File: src/rtl/mdac_pkg.sv
// Shared encodings for the multiply/accumulate sequencer: request opcodes and
// controller states.
package mdac_pkg;

  typedef enum logic [1:0] {
    OP_MUL = 2'b00,
    OP_MAC = 2'b01,
    OP_CLR = 2'b10,
    OP_NOP = 2'b11
  } op_e;

  typedef enum logic [1:0] {
    S_IDLE  = 2'b00,
    S_ITER  = 2'b01,
    S_ACCUM = 2'b10,
    S_DONE  = 2'b11
  } state_e;

endpackage

File: src/rtl/mdac_shift_add.sv
// Shift-add multiplier datapath: one multiplier bit is consumed per step, and
// the product builds up in a 2*WIDTH register that cannot overflow.
module mdac_shift_add #(
  parameter int WIDTH = 8
) (
  input  logic               clk,
  input  logic               reset,
  input  logic               load_i,
  input  logic               step_i,
  input  logic [WIDTH-1:0]   a_i,
  input  logic [WIDTH-1:0]   b_i,
  output logic [2*WIDTH-1:0] prod_o,
  output logic               last_o
);

  localparam int CNT_W = $clog2(WIDTH);

  logic [2*WIDTH-1:0] mcand_q, mcand_d;
  logic [WIDTH-1:0]   mplier_q, mplier_d;
  logic [2*WIDTH-1:0] prod_q, prod_d;
  logic [CNT_W-1:0]   cnt_q, cnt_d;

  always_comb begin
    mcand_d  = mcand_q;
    mplier_d = mplier_q;
    prod_d   = prod_q;
    cnt_d    = cnt_q;
    if (load_i) begin
      mcand_d  = {{WIDTH{1'b0}}, a_i};
      mplier_d = b_i;
      prod_d   = '0;
      cnt_d    = '0;
    end else if (step_i) begin
      if (mplier_q[0]) begin
        prod_d = prod_q + mcand_q;
      end
      mcand_d  = mcand_q << 1;
      mplier_d = mplier_q >> 1;
      cnt_d    = cnt_q + CNT_W'(1);
    end
  end

  always_ff @(posedge clk or posedge reset) begin
    if (reset) begin
      mcand_q  <= '0;
      mplier_q <= '0;
      prod_q   <= '0;
      cnt_q    <= '0;
    end else begin
      mcand_q  <= mcand_d;
      mplier_q <= mplier_d;
      prod_q   <= prod_d;
      cnt_q    <= cnt_d;
    end
  end

  // The step that sees the final count is the last of exactly WIDTH iterations.
  assign last_o = (cnt_q == CNT_W'(WIDTH - 1));
  assign prod_o = prod_q;

endmodule

File: src/rtl/mdac_seq.sv
// Multiply/accumulate sequencer: accepts MUL/MAC/CLR requests in IDLE, drives
// the shift-add datapath, then writes or accumulates the product.
module mdac_seq
  import mdac_pkg::*;
#(
  parameter int WIDTH = 8,
  parameter int ACC_W = 20
) (
  input  logic             clk,
  input  logic             reset,
  input  logic             start,
  input  logic [1:0]       op,
  input  logic [WIDTH-1:0] a,
  input  logic [WIDTH-1:0] b,
  output logic             busy,
  output logic             done,
  output logic [ACC_W-1:0] result,
  output logic             overflow
);

  state_e             state_q, state_d;
  op_e                op_q, op_d;
  logic [ACC_W-1:0]   result_q, result_d;
  logic               overflow_q, overflow_d;
  logic               loadDp, stepDp, lastIter;
  logic [2*WIDTH-1:0] prod;
  logic [ACC_W:0]     macSum;

  mdac_shift_add #(
    .WIDTH (WIDTH)
  ) u_shift_add (
    .clk    (clk),
    .reset  (reset),
    .load_i (loadDp),
    .step_i (stepDp),
    .a_i    (a),
    .b_i    (b),
    .prod_o (prod),
    .last_o (lastIter)
  );

  // One extra bit so the accumulator carry-out is visible for overflow.
  assign macSum = {1'b0, result_q} + (ACC_W + 1)'(prod);

  always_comb begin
    state_d    = state_q;
    op_d       = op_q;
    result_d   = result_q;
    overflow_d = overflow_q;
    loadDp     = 1'b0;
    stepDp     = 1'b0;
    unique case (state_q)
      S_IDLE: begin
        if (start && (op == OP_MUL || op == OP_MAC)) begin
          loadDp  = 1'b1;
          op_d    = op_e'(op);
          state_d = S_ITER;
        end else if (start && op == OP_CLR) begin
          result_d   = '0;
          overflow_d = 1'b0;
          state_d    = S_DONE;
        end
      end
      S_ITER: begin
        stepDp = 1'b1;
        if (lastIter) begin
          state_d = S_ACCUM;
        end
      end
      S_ACCUM: begin
        if (op_q == OP_MAC) begin
          result_d   = macSum[ACC_W-1:0];
          overflow_d = overflow_q | macSum[ACC_W];
        end else begin
          result_d = ACC_W'(prod);
        end
        state_d = S_DONE;
      end
      S_DONE: begin
        state_d = S_IDLE;
      end
      default: begin
        state_d = S_IDLE;
      end
    endcase
  end

  always_ff @(posedge clk or posedge reset) begin
    if (reset) begin
      state_q    <= S_IDLE;
      op_q       <= OP_MUL;
      result_q   <= '0;
      overflow_q <= 1'b0;
    end else begin
      state_q    <= state_d;
      op_q       <= op_d;
      result_q   <= result_d;
      overflow_q <= overflow_d;
    end
  end

  // Handshake outputs come straight from registered state.
  assign busy     = (state_q != S_IDLE);
  assign done     = (state_q == S_DONE);
  assign result   = result_q;
  assign overflow = overflow_q;

endmodule

File: config.mk
export PLATFORM = sky130hd
export DESIGN_NAME = mdac_seq
export DESIGN_NICKNAME = d
export VERILOG_FILES = /design/src/rtl/mdac_pkg.sv /design/src/rtl/mdac_shift_add.sv /design/src/rtl/mdac_seq.sv
export SDC_FILE = /design/constraint.sdc
export NUM_CORES = 1
export LEC_CHECK = 0
export CAP_MARGIN = 10
export CORE_MARGIN = 4
export CORE_UTILIZATION = 25
export CTS_CLUSTER_DIAMETER = 50
export DETAILED_ROUTE_END_ITERATION = 10
export GPL_ROUTABILITY_DRIVEN = 1
export PLACE_DENSITY = 0.43
export RECOVER_POWER = 25
export SLEW_MARGIN = 20
export SYNTH_ARGS = -nofsm -noshare
export SYNTH_HDL_FRONTEND = slang
export SYNTH_SLANG_ARGS = --single-unit
File: constraint.sdc
create_clock -name clk -period 6.99 [get_ports clk]
set_clock_uncertainty 0.15 [all_clocks]
set_input_delay 1.398 -clock clk [delete_from_list [all_inputs] [get_ports clk]]
set_output_delay 1.398 -clock clk [all_outputs]
set_load 0.05 [all_outputs]
---- Word-level counts from Yosys, hierarchy flattened ----
Cells that the tools add are included.
word-level totals
  register bits ........................... 68
  input bits .............................. 21
  output and inout bits ................... 23
cells by class
  add/subtract/negate cells ............... 3
  equality and inequality tests ........... 12
  muxes and demuxes ....................... 24
  bitwise gates (word level) .............. 1
  reductions and logical operators ........ 14
operator list
  cell                                                             count
  16-bit 2-to-1 mux                                                5
  20-bit 2-to-1 mux                                                3
  20-bit case mux with 2 select lines                              1
  20-bit by 16-bit adder with 21-bit output                        1
  16-bit adder                                                     1
  8-bit 2-to-1 mux                                                 2
  2-bit inequality test, second input constant                     4
  2-bit case mux with 4 select lines                               1
  2-bit nonzero test                                               4
  2-bit by 1-bit == test with 1-bit output, second input constant  3
  2-bit == test, second input constant                             3
  1-bit 2-to-1 mux                                                 6
  2-bit 2-to-1 mux                                                 3
  3-bit 2-to-1 mux                                                 2
  2-bit AND reduction                                              3
  2-bit logical NOT                                                2
  4-bit AND reduction                                              1
  3-bit by 1-bit adder with 3-bit output, second input constant    1
  3-bit == test, second input constant                             1
  3-bit inequality test, second input constant                     1
  3-bit AND reduction                                              1
  1-bit logical AND                                                2
  1-bit case mux with 2 select lines                               1
  1-bit logical OR                                                 1
  1-bit bitwise OR                                                 1

---- Depth between registers and ports, before layout ----
  depth after elaboration ................. 7
  depth in mapped cells ................... 9
  mapped depth without buffers ............ 9

---- By module ----
A second synthesis with hierarchy kept.
unflattened totals
  cell total of the unflattened synthesis .. 514
  area total of the unflattened synthesis .. 4708.3 um2
modules (own cells, without submodules)
  module          times used  cells an instance  area each (um2)
  mdac_shift_add  1           267                2611.3
  mdac_seq        1           247                2097.0

---- Worst setup path before layout ----
No wires, ideal clock.
  kind .................................... input-to-reg
  start ................................... input op[0]
  end ..................................... register result_q[16] (netlist: result[16])
  library setup time ...................... 90 ps
  arrival time ............................ 2523 ps
  required time ........................... 6750 ps
  path slack .............................. 4228 ps
  stages .................................. 6
  cells stage by stage .................... and3b_1 -> o21a_1 -> and2_0 -> nand2_1 -> or3_1 -> o211ai_1
on the way
  cells in the longest elaborated chain, start to end .. 5
  elaborated cells on any way between the ends .. 9
RTL lines
  item                                                                           line            text
  start: declaration                                                             mdac_seq.sv:12  input logic [1:0] op,
  2-bit by 1-bit == test with 1-bit output or 2-bit logical NOT (tied branches)  mdac_seq.sv:54  if (start && (op == OP_MUL || op == OP_MAC)) begin
  1-bit logical OR                                                               mdac_seq.sv:54
  1-bit logical AND                                                              mdac_seq.sv:54
  2-bit inequality test (no source line)                                         --
  3-bit AND reduction (no source line) (*)                                       --
  end signal: assignment                                                         mdac_seq.sv:97  result_q <= result_d;
  end: declaration                                                               mdac_seq.sv:23  logic [ACC_W-1:0] result_q, result_d;
Mark *: on every way between the ends. The rest lies on a longest branch, timed or not.
A chain may end at the register's enable or synchronous reset.

---- Worst setup path in the final report ----
  start ................................... register state_q[1]
  end ..................................... output busy
on the way
  cells in the longest elaborated chain, start to end .. 1
RTL lines
  item                      line             text
  start: declaration        mdac_seq.sv:21   state_e state_q, state_d;
  start signal: assignment  mdac_seq.sv:95   state_q <= state_d;
  2-bit nonzero test        mdac_seq.sv:103  assign busy = (state_q != S_IDLE);
  end: declaration          mdac_seq.sv:15   output logic busy,
Every way passes these cells.

==> reports/qor.yml <==
die:
  ios: 44
  core_area_um2: 18100
  die_area_um2: 20700
  die_h_um: 144
  rows: 49
  die_w_um: 144
  initial_core_util_pct: 25.5
global_route:
  grt_max_degree: 69
  antenna_found_initial: 0
  grt_pass1_wl_um: 20000
  grt_pass1_vias: 3844
  grt-ovfl-total: 0
  track_usage_pct: 12.3
critical_path:
  critical-path-max-stage-delay_ps: 800
  path_cells: "inv_1 > ha_1 > inv_1 > clkdlybuf4s50_1"
  arrival_ps: 2000
  worst_setup_path_start_kind: "flop"
  crit_path_top_delay_cell: "clkdlybuf4s50_1"
  crit_start: "state_q[1]$_DFFE_PP0P_"
  worstSetupPathType: "flop to primary output"
  cpMostUsedCell: "inv_1"
  crit_path_end_kind: "primary output"
  critPathMaxFanout: 6
  critical_path_required_ps: 5440
  rr_startpoint: "u_shift_add.prod_o[0]$_DFFE_PP0P_"
yosys:
  ys_ff_latch: 68
  synth_fp_nets: 570
  synth.area.top_cells: "dfrtp_1, ha_1, mux2i_1"
  synthCells: 510
  synth_edf_count: 0
  yosys_most_used_dff: "dfrtp_1"
  synth_commonest_cells: "dfrtp_1, nand2_1, o21ai_0"
  yosysWarnings: 0
  synth.largest_area_cell: "dfrtp_1"
  synth_area_um2: 4620
  ys_async_sr_fraction_pct: 100
  yosysUniqueCellTypes: 58
  avgSynthCellArea_um2: 9.05
  synth_top_area_share_pct: 36.9
  yosysMostFrequentCell: "dfrtp_1"
  seq_area_frac_synth_pct: 36.9
run_status:
  status: "completed"
drt:
  via_per_inst: 4.92
  drtIter0Drc: 137
  wirelength_um: 12000
  drtAntennaViolNets: 0
  vias: 3831
  drt-wirelength-per-cell_um: 15.4
  drtPass1Iterations: 4
  drt_drc_violations_left: 0
timing:
  finalMaxSlewViolations: 0
  setup-tns-final_ps: 0
  period_needed_ps: 3550
  finalCritPeriodShare_pct: 50.7
  slew_headroom_pct: 40.7
  setup-violations-final: 0
  rsz0062_at_grt: "false"
  worst_slew_pin_slew_ps: 889
  hold_viol: 0
  max_freq_mhz: 282
hold_path:
  min_from: "overflow$_DFFE_PP0P_"
  hp-class: "flop to flop"
clock_network:
  cts.clk_slew.worst_paths_ps: 60
  cts_hold_buf: 0
  postCtsSetupBuffers: 0
  htreeDepth: 3
  cts.path.max_buffers: 2
  numCtsBuffers: 9
  cts_tree: "done"
  cts_sinks: 68
  cts-root-buf: "clkbuf_16"
  insertion_delay_ps: 340
  ctsResizeCount: 0
final_layout:
  drive_above_1_share_pct: 5.28
  area_delta_synth_final_pct: 21.5
  antenna_cells: 0
  fin_nets: 605
power:
  leakage_nw: 2.44
  irDropWorstVdd_mv: 0.141
  total_power_w: 0.00247
  pwr_density_cell_nw_per_um2: 440
placement:
  place_hpwl_um: 8720
  port_buffers: 43
  gp_congestion: 0.789
job:
  maxCapViolCount: 0
## sequential cells by signal, summed over array words and instances, names as in the netlist
signal,flops
state_q,2
u_shift_add.prod_o,16
u_shift_add.cnt_q,3
op_q,2
overflow,1
result,20
u_shift_add.mcand_q,16
u_shift_add.mplier_q,8
## layer usage
layer  vias up  wire length (um)  share of wire [%]  track usage (%)
li1       1940                 -                  -                -
met1      1802              5870                 49             16.2
met2        77              5450                 46             20.0
met3        12               502                4.2             3.03
met4         0               155                1.3             3.27
met5         -                 0                  0                0
## report_power, final
group          total, W  internal, W  switching, W  leakage (nW)
combinational   0.00128     0.000503      0.000775          1.40
clock          0.000505     0.000322      0.000183         0.155
sequential     0.000683     0.000539      0.000143         0.888
## cells in the final DEF (no fill, tap or decap), types with 2 or more instances in the layout
master           synthesis  routed
nand2b_1                 5       5
o21bai_1                 4       4
o41a_1                   2       2
nand3b_1                 4       4
a21o_1                  12      12
clkbuf_16                0       9
clkdlybuf4s50_1          0      41
nor3_1                   8       8
ha_1                    37      37
a311oi_1                 2       2
o31ai_1                  4       4
nand2_1                 59      59
o21ai_0                 50      50
nor2b_1                  5       5
nor2_1                  33      32
o221ai_1                 2       2
and2_1                   6       6
a31oi_1                  2       2
a22oi_1                  8       8
nand3_1                 11      11
bufinv_16                0       2
xor2_1                   6       6
a22o_1                   5       5
inv_1                   16      15
fa_1                     2       2
a211o_1                  3       3
a211oi_1                 9       9
dfrtp_1                 68      68
o21a_1                   8       8
buf_4                    0       4
mux2i_1                 29      28
and3_1                   5       5
o21ai_1                  2       2
or3_1                    3       3
xnor2_1                 10      10
o211ai_1                 6       6
dlygate4sd3_1            0       2
nand4_1                  8       8
a21oi_1                 32      32
## cells by family after synthesis
family | Yosys count | share of synthesized area [%]
AO/OA/AOI/OAI | 167 | 24.3
XOR/XNOR | 16 | 3.04
adder cells (fa/ha/maj) | 39 | 10.9
buffers and inverters | 39 | 3.25
flip-flops | 68 | 36.9
multiplexers | 29 | 6.29
AND/OR/NAND/NOR | 152 | 15.3
## per-stage QoR
stage / util (%) / setup WS (ps) / hold WS [ps] / cell area [um^2] / cells
after floorplan: - / 3730 / 311 / 4620 / 510
final: 31.0 / 3440 / 351 / 5610 / 778
after global routing: 31.0 / 3320 / 394 / 5610 / 778
after detailed placement: 29.2 / 3330 / 336 / 5280 / 763
after global placement: 29.2 / 3390 / 332 / 5280 / 763
after CTS: 31.0 / 3410 / 355 / 5610 / 778
## final timing paths
kind / to / slack (ps) / cells after the start
min reg2reg: overflow$_DFFE_PP0P_ / 350 / 1
min in group asynchronous: u_shift_add.mplier_q[2]$_DFFE_PP0P_ / 1620 / 3
min: overflow$_DFFE_PP0P_ / 350 / 1
max in group asynchronous: result[15]$_DFFE_PP0P_ / 4490 / 3
max reg2reg: result[16]$_DFFE_PP0P_ / 4140 / 9
max: busy / 3440 / 4
## critical path, delay by kind of cell (launching register included)
family,cells,cell delay [ps]
DFF,1,390
adders and majority gates,1,270
buffers and inverters,3,1000
## layout make-up
type	instances	area [um^2]
Timing Repair Buffer	47	460
Tap cell	229	287
Inverter	16	60.1
Clock buffer	10	239
Fill cell	1879	12500
Sequential cell	68	1700
Clock inverter	5	85.1
Multi-Input combinational cell	403	2780
Note: power is estimated with default switching activity, not from simulation.
